--- src/rtl/dm_arbiter.sv ---
// Round-robin arbiter that serialises NUM_CORES cores onto one single-port
// data memory. Writes take one grant cycle plus one turnaround cycle.
// Reads take an address cycle, a data cycle, the grant cycle and one
// turnaround cycle. The block also registers the AND of all core_done flags.
`timescale 1ns/1ps

module dm_arbiter #(
  parameter int NUM_CORES = 4,
  parameter int ADDR_W    = 16,
  parameter int DATA_W    = 16
) (
  input  logic                          clk,
  input  logic                          rst,
  input  logic [NUM_CORES-1:0]          req,
  input  logic [NUM_CORES-1:0]          we,
  input  logic [NUM_CORES*ADDR_W-1:0]   addr,
  input  logic [NUM_CORES*DATA_W-1:0]   wdata,
  input  logic [NUM_CORES-1:0]          core_done,
  output logic [NUM_CORES-1:0]          gnt,
  output logic [NUM_CORES-1:0]          rvalid,
  output logic [DATA_W-1:0]             rdata,
  output logic [ADDR_W-1:0]             mem_addr,
  output logic [DATA_W-1:0]             mem_wdata,
  output logic                          mem_we,
  input  logic [DATA_W-1:0]             mem_rdata,
  output logic                          busy,
  output logic                          all_done
);

  localparam int PTR_W = (NUM_CORES > 1) ? $clog2(NUM_CORES) : 1;

  typedef enum logic [2:0] {
    IDLE    = 3'd0,
    WR      = 3'd1,
    RD_ADDR = 3'd2,
    RD_DATA = 3'd3,
    RELEASE = 3'd4
  } state_t;

  state_t               state_q, state_d;
  logic [PTR_W-1:0]     rr_ptr_q, rr_ptr_d;
  logic [PTR_W-1:0]     sel_q, sel_d;
  logic [NUM_CORES-1:0] gnt_d, rvalid_d;
  logic [DATA_W-1:0]    rdata_d, mem_wdata_d;
  logic [ADDR_W-1:0]    mem_addr_d;
  logic                 mem_we_d;

  logic [PTR_W-1:0]     win_idx;
  logic                 win_found;

  logic [ADDR_W-1:0]    addr_arr  [NUM_CORES];
  logic [DATA_W-1:0]    wdata_arr [NUM_CORES];

  // Unpack the flat per-core buses so that the winner can be indexed directly.
  for (genvar i = 0; i < NUM_CORES; i++) begin : g_unpack
    assign addr_arr[i]  = addr[i*ADDR_W +: ADDR_W];
    assign wdata_arr[i] = wdata[i*DATA_W +: DATA_W];
  end

  // Busy is the only combinational output. It is low only in IDLE.
  assign busy = (state_q != IDLE);

  // Round-robin pick: the first requester at or after rr_ptr, with wrap-around.
  always_comb begin : p_pick
    logic [PTR_W:0] cand;
    cand      = '0;
    win_found = 1'b0;
    win_idx   = '0;
    for (int k = 0; k < NUM_CORES; k++) begin
      cand = {1'b0, rr_ptr_q} + (PTR_W+1)'(k);
      if (cand >= (PTR_W+1)'(NUM_CORES)) begin
        cand = cand - (PTR_W+1)'(NUM_CORES);
      end
      if (!win_found && req[cand[PTR_W-1:0]]) begin
        win_found = 1'b1;
        win_idx   = cand[PTR_W-1:0];
      end
    end
  end

  // Next-state logic and next values of every registered output.
  always_comb begin
    // NOTE: every signal driven here gets a default first, so no path leaves one unassigned and no latch is inferred.
    state_d     = state_q;
    rr_ptr_d    = rr_ptr_q;
    sel_d       = sel_q;
    gnt_d       = '0;
    rvalid_d    = '0;
    rdata_d     = rdata;
    mem_addr_d  = mem_addr;
    mem_wdata_d = mem_wdata;
    mem_we_d    = 1'b0;

    unique case (state_q)
      IDLE: begin
        if (win_found) begin
          sel_d       = win_idx;
          mem_addr_d  = addr_arr[win_idx];
          mem_wdata_d = wdata_arr[win_idx];
          rr_ptr_d    = (win_idx == PTR_W'(NUM_CORES-1)) ? '0 : win_idx + PTR_W'(1);
          if (we[win_idx]) begin
            mem_we_d       = 1'b1;
            gnt_d[win_idx] = 1'b1;
            state_d        = WR;
          end else begin
            state_d = RD_ADDR;
          end
        end
      end
      // The memory commits the write on the edge that leaves WR.
      WR:      state_d = IDLE;
      // The memory captures the held address here. Its data appears next cycle.
      RD_ADDR: state_d = RD_DATA;
      RD_DATA: begin
        rdata_d         = mem_rdata;
        gnt_d[sel_q]    = 1'b1;
        rvalid_d[sel_q] = 1'b1;
        state_d         = RELEASE;
      end
      // The grant cycle ends here. Requests are not sampled so the core can
      // drop or renew req.
      RELEASE: state_d = IDLE;
      default: state_d = IDLE;
    endcase
  end

  // Register the FSM state, the round-robin pointer and all registered outputs.
  always_ff @(posedge clk) begin
    // NOTE: sequential state uses non-blocking assignments only. Reset is synchronous, so it is the first branch inside the clocked block.
    if (rst) begin
      state_q   <= IDLE;
      rr_ptr_q  <= '0;
      sel_q     <= '0;
      gnt       <= '0;
      rvalid    <= '0;
      rdata     <= '0;
      mem_addr  <= '0;
      mem_wdata <= '0;
      mem_we    <= 1'b0;
    end else begin
      state_q   <= state_d;
      rr_ptr_q  <= rr_ptr_d;
      sel_q     <= sel_d;
      gnt       <= gnt_d;
      rvalid    <= rvalid_d;
      rdata     <= rdata_d;
      mem_addr  <= mem_addr_d;
      mem_wdata <= mem_wdata_d;
      mem_we    <= mem_we_d;
    end
  end

  // all_done follows the cores' end_process flags one cycle later. It does not
  // depend on the arbitration state.
  always_ff @(posedge clk) begin
    if (rst) all_done <= 1'b0;
    else     all_done <= &core_done;
  end

endmodule
--- config.mk ---
export PLATFORM = sky130hd
export DESIGN_NAME = dm_arbiter
export DESIGN_NICKNAME = d
export VERILOG_FILES = /design/src/rtl/dm_arbiter.sv
export SDC_FILE = /design/constraint.sdc
export NUM_CORES = 1
export LEC_CHECK = 0
export ABC_AREA = 1
export CELL_PAD_IN_SITES_DETAIL_PLACEMENT = 1
export CELL_PAD_IN_SITES_GLOBAL_PLACEMENT = 1
export CORE_MARGIN = 3
export CORE_UTILIZATION = 27
export CTS_CLUSTER_SIZE = 25
export DETAILED_ROUTE_END_ITERATION = 10
export GPL_ROUTABILITY_DRIVEN = 0
export HOLD_SLACK_MARGIN = 0.15
export PLACE_DENSITY_LB_ADDON = 0.15
export SETUP_SLACK_MARGIN = 0.4
export SKIP_CTS_REPAIR_TIMING = 1
export SLEW_MARGIN = 20
export SYNTH_ARGS = -nofsm -noshare
export SYNTH_HDL_FRONTEND = slang
export SYNTH_SLANG_ARGS = --single-unit
--- constraint.sdc ---
create_clock -name clk -period 4.3 [get_ports clk]
set_clock_uncertainty 0.2 [all_clocks]
set_input_delay 0.86 -clock clk [delete_from_list [all_inputs] [get_ports clk]]
set_output_delay 0.86 -clock clk [all_outputs]
set_load 0.03 [all_outputs]
* Word level (Yosys, flattened, before mapping)
Index checks and enable logic that the tools add are counted.
** Word-level totals
- Bits in registers :: 65
- Bits of input ports :: 158
- Word-level logic and storage cells :: 93
** Cells by class
- Add/subtract/negate cells :: 8
- Magnitude comparators :: 13
- Eq/ne operators :: 4
- Muxes and demuxes :: 40
- Bitwise operators :: 4
- Reduce and logical (&&, ||, !) cells :: 14
** Operator list (count)
- $bmux 16 s2 :: 2
- $mux 16 :: 4
- $mux 2 :: 10
- $lt 2x3->1 const B :: 6
- $ge 3x3->1 const B :: 4
- $mux 1 :: 12
- $bmux 1 s2 :: 5
- $pmux 3 s3 :: 1
- $mux 4 :: 2
- $pmux 4 s2 :: 1
- $sub 2x1->2 const B :: 4
- $add 2x2->3 const B :: 2
- $eq 3x2->1 const B :: 2
- $logic_and 1x1->1 :: 5
- $demux 1 s2 :: 2
- $ge 2x1->1 const B :: 2
- $reduce_and 4->1 :: 1
- $add 2x1->3 const B :: 1
- $ge 2x3->1 const B :: 1
- $logic_not 1->1 :: 3
- $logic_not 3->1 :: 1
- $mux 3 :: 1
- $not 1->1 :: 3
- $not 2->3 :: 1
- other kinds (7) :: 7

* Longest topological paths before layout
Gate-level depths: netlist of the first run.
- Word-level depth :: 21
- Depth in mapped cells :: 16

* Least setup slack after synthesis of the first run
Ideal clock, no wire load.
- Path kind :: input to register
- Start point :: input req[1]
- End point :: register gnt[3]
- Library setup time :: 0.071 ns
- Arrival :: 2.333 ns
- Required time :: 4.029 ns
- Path slack :: 1.697 ns
- Cell stages on the path :: 15
- Path through :: inv_1 nand2_1 nand3_1 nand2_2 nor2_2 nand3_2 nand2_4 nand2_4 inv_2 buf_2 ha_1 inv_1 nor2_1 nand3_1 a21oi_1
** Between the ends
- Word-level cells in the longest chain between the ends :: 19
- Elaborated cells between the ends (all ways) :: 32
** RTL lines
- start, declared :: line 14 : input logic [NUM_CORES-1:0] req,
- $bmux 1 s2 :: line 74 : if (!win_found && req[cand[PTR_W-1:0]]) begin
- $mux 1 (not written as such) :: line 74
- $mux 1 :: line 74
- $logic_not 1->1 :: line 74
- $logic_and 1x1->1 :: line 74
- $mux 1 :: line 74
- $logic_not 1->1 :: line 74
- $logic_and 1x1->1 :: line 74
- (+3 left out)
- $mux 2 :: line 74
- $lt 2x3->1 (not written as such) / $ge 2x1->1 (equally long branches) :: line 103 : gnt_d[win_idx] = 1'b1;
- $logic_and 1x1->1 (not written as such) :: line 103
- $mux 1 (not written as such) :: line 103
- $demux 1 s2 :: line 103
- $mux 4 :: line 101 : if (we[win_idx]) begin
- $mux 4 (*) :: line 96 : if (win_found) begin
- $pmux 4 s2 (*) :: line 94 : unique case (state_q)
- end signal, assigned :: line 144 : gnt <= gnt_d;
- end, declared :: line 19 : output logic [NUM_CORES-1:0] gnt,
Every way passes the cells marked *; elsewhere a longest branch is shown, timed or not. The select of a mux whose other input is x is not followed.
A chain may end at the register's enable or synchronous reset.

* Final worst setup path of the first run
- Start point :: input req[1]
- End point :: register rr_ptr_q[1]
** Between the ends
- Word-level cells in the longest chain between the ends :: 14
- Elaborated cells between the ends (all ways) :: 26
** RTL lines
- $bmux 1 s2 :: line 74
- $mux 1 (not written as such) :: line 74
- $mux 1 :: line 74
- $logic_not 1->1 :: line 74
- $logic_and 1x1->1 :: line 74
- $mux 1 :: line 74
- $logic_not 1->1 :: line 74
- $logic_and 1x1->1 :: line 74
- $mux 1 :: line 74
- $logic_not 1->1 :: line 74
- $logic_and 1x1->1 :: line 74
- $mux 2 :: line 74
- $add 2x1->2 / $eq 2x2->1 (equally long branches) :: line 100 : rr_ptr_d = (win_idx == PTR_W'(NUM_CORES-1)) ? '0 : win_idx + PTR_W'(1);
- $mux 2 :: line 100
- end signal, assigned :: line 142 : rr_ptr_q <= rr_ptr_d;
- end, declared :: line 41 : logic [PTR_W-1:0] rr_ptr_q, rr_ptr_d;
Parallel ways exist; a longest one is shown, timed or not. The select of a mux whose other input is x is not followed.

==> results of run 1 <==
-- through the flow --
| stage | instance area [um^2] | power [mW] | instances | worst slack [ns] |
|---|---|---|---|---|
| after floorplan | 3830 | 2.83 | 642 | 1.70 |
| after global placement | 6090 | 3.54 | 1006 | 0.627 |
| after detailed placement | 6090 | 3.64 | 1006 | 0.475 |
| after CTS | 6400 | 4.43 | 1022 | 0.820 |
| after global routing | 6400 | 4.78 | 1022 | 0.550 |
| final | 6400 | 4.36 | 1022 | 0.795 |
-- state kept, by name, indices dropped and copies added, names as in the netlist --
name	flops
rvalid	4
gnt	4
rdata	16
mem_we	1
state_q	3
mem_addr	16
all_done	1
mem_wdata	16
sel_q	2
rr_ptr_q	2
-- cells by family (layout without fill, tap and decap cells) --
family          after synthesis  in the layout  share of synthesized area
flops                        65             65                      0.339
fa+ha+maj                     1              1                    0.00326
simple gates                401            401                      0.438
compound gates               83             83                      0.110
buf+inv                      92            296                      0.109
-- area by class of cell --
type | instances | share of cell area
timing repair buffer | 224 | 0.349
multi-input combinational | 485 | 0.332
sequential | 65 | 0.203
clock buffer | 14 | 0.0428
tap | 176 | 0.0344
inverter | 56 | 0.0328
clock inverter | 2 | 0.00547
-- critical path, cell delays in order --
cell	delay (ns)
clkdlybuf4s50_1	0.42
inv_1	0.07
nand2_1	0.08
nand3_1	0.16
nand2_2	0.09
nor2_2	0.18
nand3_2	0.11
nand2_4	0.17
nand2_4	0.26
inv_2	0.50
ha_1	0.33
o21ai_0	0.17
a21oi_1	0.07
-- cells in the mapped netlist --
| master | instances | share of area |
|---|---|---|
| inv_1 | 49 | 0.048 |
| nand3_2 | 2 | 0.0052 |
| clkinv_1 | 3 | 0.0029 |
| nand4_1 | 2 | 0.0033 |
| buf_8 | 1 | 0.0039 |
| inv_2 | 4 | 0.0039 |
| nand3b_1 | 8 | 0.016 |
| o21bai_1 | 1 | 0.0020 |
| o211ai_1 | 1 | 0.0020 |
| ha_1 | 1 | 0.0033 |
| nand2_2 | 6 | 0.0098 |
| o21ai_1 | 43 | 0.056 |
| o21ai_0 | 28 | 0.037 |
| a31oi_1 | 1 | 0.0016 |
| nand2_4 | 2 | 0.0059 |
| dfxtp_1 | 65 | 0.34 |
| buf_1 | 4 | 0.0039 |
| nor2_1 | 63 | 0.062 |
| clkbuf_1 | 8 | 0.0078 |
| nand2_1 | 258 | 0.25 |
| nor3_1 | 2 | 0.0026 |
| a21oi_1 | 9 | 0.012 |
| buf_2 | 16 | 0.021 |
| nor2_2 | 2 | 0.0033 |
| nor2_4 | 3 | 0.0088 |
| nand3_1 | 53 | 0.069 |
| clkbuf_2 | 1 | 0.0013 |
| buf_6 | 5 | 0.015 |
| buf_4 | 1 | 0.0020 |
-- how the worst max path moves through the flow --
stage,from,to,slack [ns],depth (start not counted)
after floorplan,req[1],gnt[3]$_SDFF_PP0_,1.70,15
after global placement,req[1],rr_ptr_q[1]$_SDFFE_PP0P_,0.63,13
after detailed placement,req[1],rr_ptr_q[1]$_SDFFE_PP0P_,0.48,13
after CTS,req[1],rr_ptr_q[1]$_SDFFE_PP0P_,0.82,13
after global routing,req[1],gnt[3]$_SDFF_PP0_,0.55,15
final,req[1],rr_ptr_q[1]$_SDFFE_PP0P_,0.80,13
-- metal layers --
layer | vias to the layer above | global-route usage | part of all wire
li1 | 2405 | - | -
met1 | 2178 | 0.226 | 0.42
met2 | 137 | 0.344 | 0.49
met3 | 18 | 0.0648 | 0.068
met4 | 0 | 0.0561 | 0.015
met5 | - | 0 | 0
-- power by group through the flow --
| stage | Clock, mW | Sequential (mW) | Combinational [mW] |
|---|---|---|---|
| final | 0.766 | 0.856 | 2.73 |
| after global routing | 0.819 | 0.875 | 3.08 |
| after CTS | 0.790 | 0.859 | 2.78 |
| after detailed placement | 0 | 0.870 | 2.77 |
| after global placement | 0 | 0.862 | 2.68 |
| after floorplan | 0 | 1.09 | 1.75 |
==> results.sh, run 1 <==
export IMPL_cp_required_ns=4.30
export IMPL_setup_violations_final=0
export IMPL_worstMarginPinSlew_ns=0.719
export IMPL_r2r_end="rr_ptr_q[1]$_SDFFE_PP0P_"
export IMPL_outcome="complete, no violations"
export IMPL_power_frac_comb=0.628
export IMPL_final_common_cell="nand2_1"
export IMPL_antenna_cells=0
export IMPL_hp_start="sel_q[1]$_SDFFE_PP0P_"
export IMPL_min_to="sel_q[1]$_SDFFE_PP0P_"
export IMPL_tns_ns=0
export IMPL_p_sw_frac=0.495
export IMPL_io_buffers=216
export IMPL_r2r_cells=13
export IMPL_track_usage=0.195
export IMPL_hpwl_um=11800
export IMPL_post_route_period_util=0.815
export IMPL_syn_num_nets=801
export IMPL_path_clk_slew_ns=0.06
export IMPL_first_iter_violations=190
export IMPL_vias=4738
export IMPL_clk_latency_ns=0.34
export IMPL_worstHoldPathCells=2
export IMPL_whs_ns=0.303
export IMPL_finalHoldViolCount=0
export IMPL_worstHoldPathType="flop to flop"
export IMPL_post_drt_wl_per_cell_um=15.2
export IMPL_antenna_found_initial=0
export IMPL_powerDensity_nw_per_um2=680
export IMPL_power_leakage_nw=2.96
export IMPL_cts_buffers=9
export IMPL_crit_path_end_kind="flop"
export IMPL_die_w_um=125
export IMPL_clk_path_buf_depth=2
export IMPL_drtPass1Iterations=4
export IMPL_fp_row_count=42
export IMPL_synth_area_um2=3830
export IMPL_fp_dieH_um=125
export IMPL_worst_ir_drop_vdd_mv=0.282
export IMPL_dieArea_um2=15700
export IMPL_syn_area_per_cell_um2=5.97
export IMPL_max_freq_ghz=0.285
export IMPL_start_util=0.283
export IMPL_grt_first_pass_wirelength_um=25100
export IMPL_overflow=0
export IMPL_fin_crit_ns=3.50
export IMPL_crit_path_max_fanout=37
export IMPL_synthDistinctLibCells=29
export IMPL_p_sw_mw=2.15
export IMPL_clkSinkCount=65
export IMPL_grt_max_degree=60
export IMPL_drive_above_1_share=0.0508
export IMPL_start_kind="primary input"
export IMPL_multi_input_area_um2=2130
export IMPL_cts_tree="yes"
export IMPL_fill_cells=1790
export IMPL_max_cap_viol_count=0
export IMPL_seq_area_um2=1300
export IMPL_rr_startpoint="rr_ptr_q[0]$_SDFFE_PP0P_"
export IMPL_worst_r2r_setup_slack_ns=1.01
export IMPL_seqPwrFrac=0.196
export IMPL_final_max_slew_violation_count=0
export IMPL_critPathKind="primary input to flop"
export IMPL_cp_data_arrival_time_ns=3.51
export IMPL_post_route_util=0.472
export IMPL_drt_antenna_violating_nets=0
export IMPL_final_cell_mix="257 x nand2_1, 216 x clkdlybuf4s50_1, 65 x dfxtp_1"
export IMPL_ioPinCount=217
export IMPL_htreeDepth=3
export IMPL_clkPwrFrac=0.176
export IMPL_wirelength_um=15500
export IMPL_slew_limit_headroom=0.519
export IMPL_root_buffer="clkbuf_16"
export IMPL_drcViolationCount=0
export IMPL_rsz0062_at_grt="no"
export IMPL_fin_nets=1000
export IMPL_synthCells=642
export IMPL_yosysSeqAreaShare=0.339
export IMPL_core_area_um2=13600
export IMPL_via_per_inst=4.64
export IMPL_grt_pass1_vias=5026
export IMPL_ys_warn_count=0
export IMPL_ys_ff_latch=65
export IMPL_intPower_mw=2.20
export IMPL_area_delta_synth_final_pct=67.0
No activity file was read; power rests on OpenSTA's default activity.
==> run 2, diff against run 1 <==
Settings changed: CORE_UTILIZATION 27 to 22.
Clock period 4.3 ns to 2.8 ns, I/O delays scaled along.
==> results.sh, run 2 (synthesis gave the netlist of run 1 again) <==
export IMPL_outcome="complete, no violations"
export IMPL_vias=4862
export IMPL_cts_tree="yes"
export IMPL_fp_row_count=47
export IMPL_dieArea_um2=19000
export IMPL_core_area_um2=16800
export IMPL_rsz0062_at_grt="no"
export IMPL_setup_violations_final=0
export IMPL_worstMarginPinSlew_ns=0.448
export IMPL_max_freq_ghz=0.436
export IMPL_power_total_mw=7.67
export IMPL_crit_path_end_kind="primary output"
export IMPL_top_regs="mem_addr: 16 flops, mem_wdata: 16 flops, rdata: 16 flops"
export IMPL_clkSinkCount=65
export IMPL_powerDensity_nw_per_um2=1120
export IMPL_drt_antenna_violating_nets=0
export IMPL_ioPinCount=217
export IMPL_final_max_slew_violation_count=0
export IMPL_worst_ir_drop_vdd_mv=0.500
export IMPL_cts_buffers=9
export IMPL_hpwl_um=12700
export IMPL_grt_pass1_vias=4942
export IMPL_via_per_inst=4.47
export IMPL_critPathKind="flop to primary output"
export IMPL_htreeDepth=3
export IMPL_finalHoldViolCount=0
export IMPL_antenna_found_initial=0
export IMPL_overflow=0
export IMPL_start_util=0.228
export IMPL_io_buffers=216
export IMPL_area_delta_synth_final_pct=79.1
export IMPL_post_route_period_util=0.820
export IMPL_fin_crit_ns=2.30
export IMPL_drive_above_1_share=0.0992
export IMPL_drtPass1Iterations=4
export IMPL_wirelength_um=16700
export IMPL_drcViolationCount=0
export IMPL_die_w_um=138
export IMPL_final_cell_mix="249 x nand2_1, 212 x clkdlybuf4s50_1, 63 x dfxtp_1"
export IMPL_start_kind="flop"
export IMPL_antenna_cells=0
export IMPL_path_clk_slew_ns=0.05
export IMPL_slew_limit_headroom=0.699
export IMPL_root_buffer="clkbuf_16"
export IMPL_grt_max_degree=54
export IMPL_post_drt_wl_per_cell_um=15.4
export IMPL_worstHoldPathType="flop to flop"
export IMPL_clk_latency_ns=0.33
export IMPL_grt_first_pass_wirelength_um=26000
export IMPL_whs_ns=0.297
export IMPL_cp_required_ns=2.04
export IMPL_tns_ns=0
export IMPL_fp_dieH_um=138
export IMPL_cp_data_arrival_time_ns=1.54
export IMPL_final_common_cell="nand2_1"
export IMPL_clk_path_buf_depth=2
export IMPL_fin_nets=1021
export IMPL_crit_path_max_fanout=3
export IMPL_max_cap_viol_count=0
export IMPL_track_usage=0.165
export IMPL_first_iter_violations=215
export IMPL_power_leakage_nw=3.17
[run 2: cell types whose count changed in the layout (fill, tap and decap cells not counted), sizes merged]
cell,before,now
buf,8,26
clkdlybuf4s50,216,212
dlymetal6s2s,0,4
clkinvlp,0,2
bufinv,1,2
clkbuf,14,13
nand2,266,267
[run 2: final cells by class]
cell class | count | area (um^2)
clock inverter | 5 | 80.1
clock buffer | 11 | 233
timing repair buffer | 244 | 2520
tap | 220 | 275
fill | 2130 | 9950
multi-input combinational | 486 | 2230
inverter | 56 | 215
sequential | 65 | 1310
[run 2: final timing paths]
path / from / to / slack [ns] / cells after the start
max: state_q[1]$_SDFFE_PP0P_ / busy / 0.50 / 3
min reg2reg: state_q[1]$_SDFFE_PP0P_ / state_q[1]$_SDFFE_PP0P_ / 0.30 / 2
min: state_q[1]$_SDFFE_PP0P_ / state_q[1]$_SDFFE_PP0P_ / 0.30 / 2
max reg2reg: rr_ptr_q[0]$_SDFFE_PP0P_ / mem_wdata[2]$_SDFFE_PP0P_ / 0.60 / 14
[run 2: critical path: stages, from the launching register on]
cell	delay, ns
dfxtp_1	0.35
inv_1	0.08
nand2_1	0.09
clkdlybuf4s50_1	0.69
[run 2: per-stage QoR]
| stage | cell area (um^2) | std cells | setup WS [ns] | util |
|---|---|---|---|---|
| 3_5_place_dp | 6250 | 1061 | -0.0497 | 0.372 |
| 5_1_grt | 6870 | 1087 | 0.378 | 0.408 |
| 2_1_floorplan | 3830 | 642 | 0.497 | - |
| 6_report | 6870 | 1087 | 0.505 | 0.408 |
| 3_3_place_gp | 6250 | 1061 | 0.0446 | 0.372 |
| 4_1_cts | 6560 | 1077 | 0.291 | 0.390 |
[run 2: report_power, final]
group | switching, mW | internal (mW) | total [mW]
sequential | 0.143 | 1.18 | 1.32
clock | 0.414 | 0.778 | 1.19
combinational | 3.14 | 2.02 | 5.16
total | 3.69 | 3.98 | 7.67
[run 2: metal layers]
layer  GRT usage  wire (um)  vias up
li1            -          -     2450
met1       0.199       7180     2244
met2       0.278       7970      147
met3      0.0590       1180       21
met4      0.0463        385        0
met5           0          0        -
==> run 3, diff against run 2 <==
Clock period 2.8 ns to 1.95 ns, I/O delays scaled along.
==> results.sh, run 3 (synthesis gave the netlist of run 1 again) <==
export IMPL_setup_ws_ns=-0.268
export IMPL_via_per_inst=4.51
export IMPL_fp_row_count=47
export IMPL_slew_limit_headroom=0.842
export IMPL_fp_dieH_um=138
export IMPL_track_usage=0.170
export IMPL_worst_ir_drop_vdd_mv=0.665
export IMPL_final_max_slew_violation_count=0
export IMPL_max_cap_viol_count=0
export IMPL_overflow=0
export IMPL_critPathKind="flop to flop"
export IMPL_max_freq_ghz=0.451
export IMPL_crit_path_end_kind="flop"
export IMPL_rsz0062_at_grt="yes"
export IMPL_final_cell_mix="227 x nand2_1, 153 x clkdlybuf4s50_1, 63 x dfxtp_1"
export IMPL_drive_above_1_share=0.248
export IMPL_ioPinCount=217
export IMPL_cp_required_ns=2.02
export IMPL_post_place_cells=1083
export IMPL_post_drt_wl_per_cell_um=16.3
export IMPL_fin_nets=1050
export IMPL_root_buffer="clkbuf_16"
export IMPL_outcome="finished with violations"
export IMPL_post_route_period_util=1.14
export IMPL_powerDensity_nw_per_um2=1760
export IMPL_die_w_um=138
export IMPL_cp_data_arrival_time_ns=2.29
export IMPL_top_regs="mem_addr: 16 flops, mem_wdata: 16 flops, rdata: 16 flops"
export IMPL_wirelength_um=18100
export IMPL_fill_cells=2121
export IMPL_drcViolationCount=0
export IMPL_grt_pass1_vias=5341
export IMPL_dieArea_um2=19000
export IMPL_violations="negative setup slack"
export IMPL_power_leakage_nw=3.48
export IMPL_fin_crit_ns=2.22
export IMPL_drtPass1Iterations=5
export IMPL_antenna_cells=0
export IMPL_start_util=0.228
export IMPL_worstHoldPathType="flop to flop"
export IMPL_cts_tree="yes"
export IMPL_clk_latency_ns=0.34
export IMPL_clk_path_buf_depth=2
export IMPL_final_common_cell="nand2_1"
export IMPL_vias=5030
export IMPL_grt_max_degree=53
export IMPL_grt_first_pass_wirelength_um=27000
export IMPL_area_delta_synth_final_pct=85.8
export IMPL_setup_violations_final=43
export IMPL_antenna_found_initial=0
export IMPL_finalNonFillerCells=1116
export IMPL_path_clk_slew_ns=0.06
export IMPL_first_iter_violations=109
export IMPL_hpwl_um=13000
export IMPL_tns_ns=-8.78
export IMPL_drt_antenna_violating_nets=0
export IMPL_core_area_um2=16800
export IMPL_finalHoldViolCount=0
export IMPL_start_kind="flop"
export IMPL_worstMarginPinSlew_ns=0.234
export IMPL_cts_buffers=9
export IMPL_htreeDepth=3
export IMPL_clkSinkCount=65
export IMPL_io_buffers=216
export IMPL_crit_path_max_fanout=8
## run 3: changes by cell type in the layout (fill, tap and decap cells not counted), sizes merged
cell           change
buf               +28
bufinv             -2
clkdlybuf4s50     -59
clkbuf            +60
inv                +3
nand2              -1
## run 3: final timing paths
check | startpoint | to | slack, ns | cells past startpoint
worst min-delay path | state_q[1]$_SDFFE_PP0P_ | state_q[1]$_SDFFE_PP0P_ | 0.31 | 2
worst min register to register | state_q[1]$_SDFFE_PP0P_ | state_q[1]$_SDFFE_PP0P_ | 0.31 | 2
worst max register to register | rr_ptr_q[0]$_SDFFE_PP0P_ | gnt[3]$_SDFF_PP0_ | -0.27 | 16
worst max-delay path | rr_ptr_q[0]$_SDFFE_PP0P_ | gnt[3]$_SDFF_PP0_ | -0.27 | 16
## run 3: area by class of cell
type / count / area, um^2 / share of cell area
clock buffer: 10 / 239 / 0.0335
inverter: 56 / 223 / 0.0313
multi-input combinational: 485 / 2420 / 0.340
clock inverter: 6 / 42.5 / 0.00597
timing repair buffer: 274 / 2620 / 0.367
tap: 220 / 275 / 0.0386
sequential: 65 / 1310 / 0.184
## run 3: critical path: stages, from the launching register on
cell and delay (ns):
dfxtp_4 0.41, inv_6 0.07, nand2_1 0.11, nand2_4 0.08, nand2_2 0.07, nand2_2 0.06, nor2_4 0.12, nand3_2 0.12
nand2_4 0.11, nand2_8 0.10, buf_4 0.18, inv_8 0.09, ha_4 0.13, inv_2 0.03, nor2_4 0.08, nand3_1 0.08
a21oi_1 0.12
## run 3: report_power, final
| group | total [mW] | switching (mW) | internal [mW] |
|---|---|---|---|
| Combinational | 9.07 | 5.21 | 3.86 |
| Sequential | 1.90 | 0.211 | 1.69 |
| Clock | 1.55 | 0.653 | 0.897 |
## run 3: metal layers
metal  part of all wire  track usage  up-vias
li1                   -            -     2508
met1               0.43        0.203     2346
met2               0.50        0.290      161
met3              0.063       0.0584       15
met4              0.013       0.0530        0
met5                  0            0        -
## run 3: through the flow
stage / area [um^2] / hold slack, ns / total power, mW / util / setup WS (ns)
floorplan: 3910 / 0.254 / 6.49 / - / -0.0240
global placement: 6590 / 0.276 / 9.25 / 0.392 / -0.582
detailed placement: 6590 / 0.305 / 9.45 / 0.392 / -0.713
CTS: 6870 / 0.325 / 11.1 / 0.408 / -0.344
global route: 7120 / 0.351 / 13.6 / 0.424 / -0.392
finish: 7120 / 0.310 / 12.5 / 0.424 / -0.268
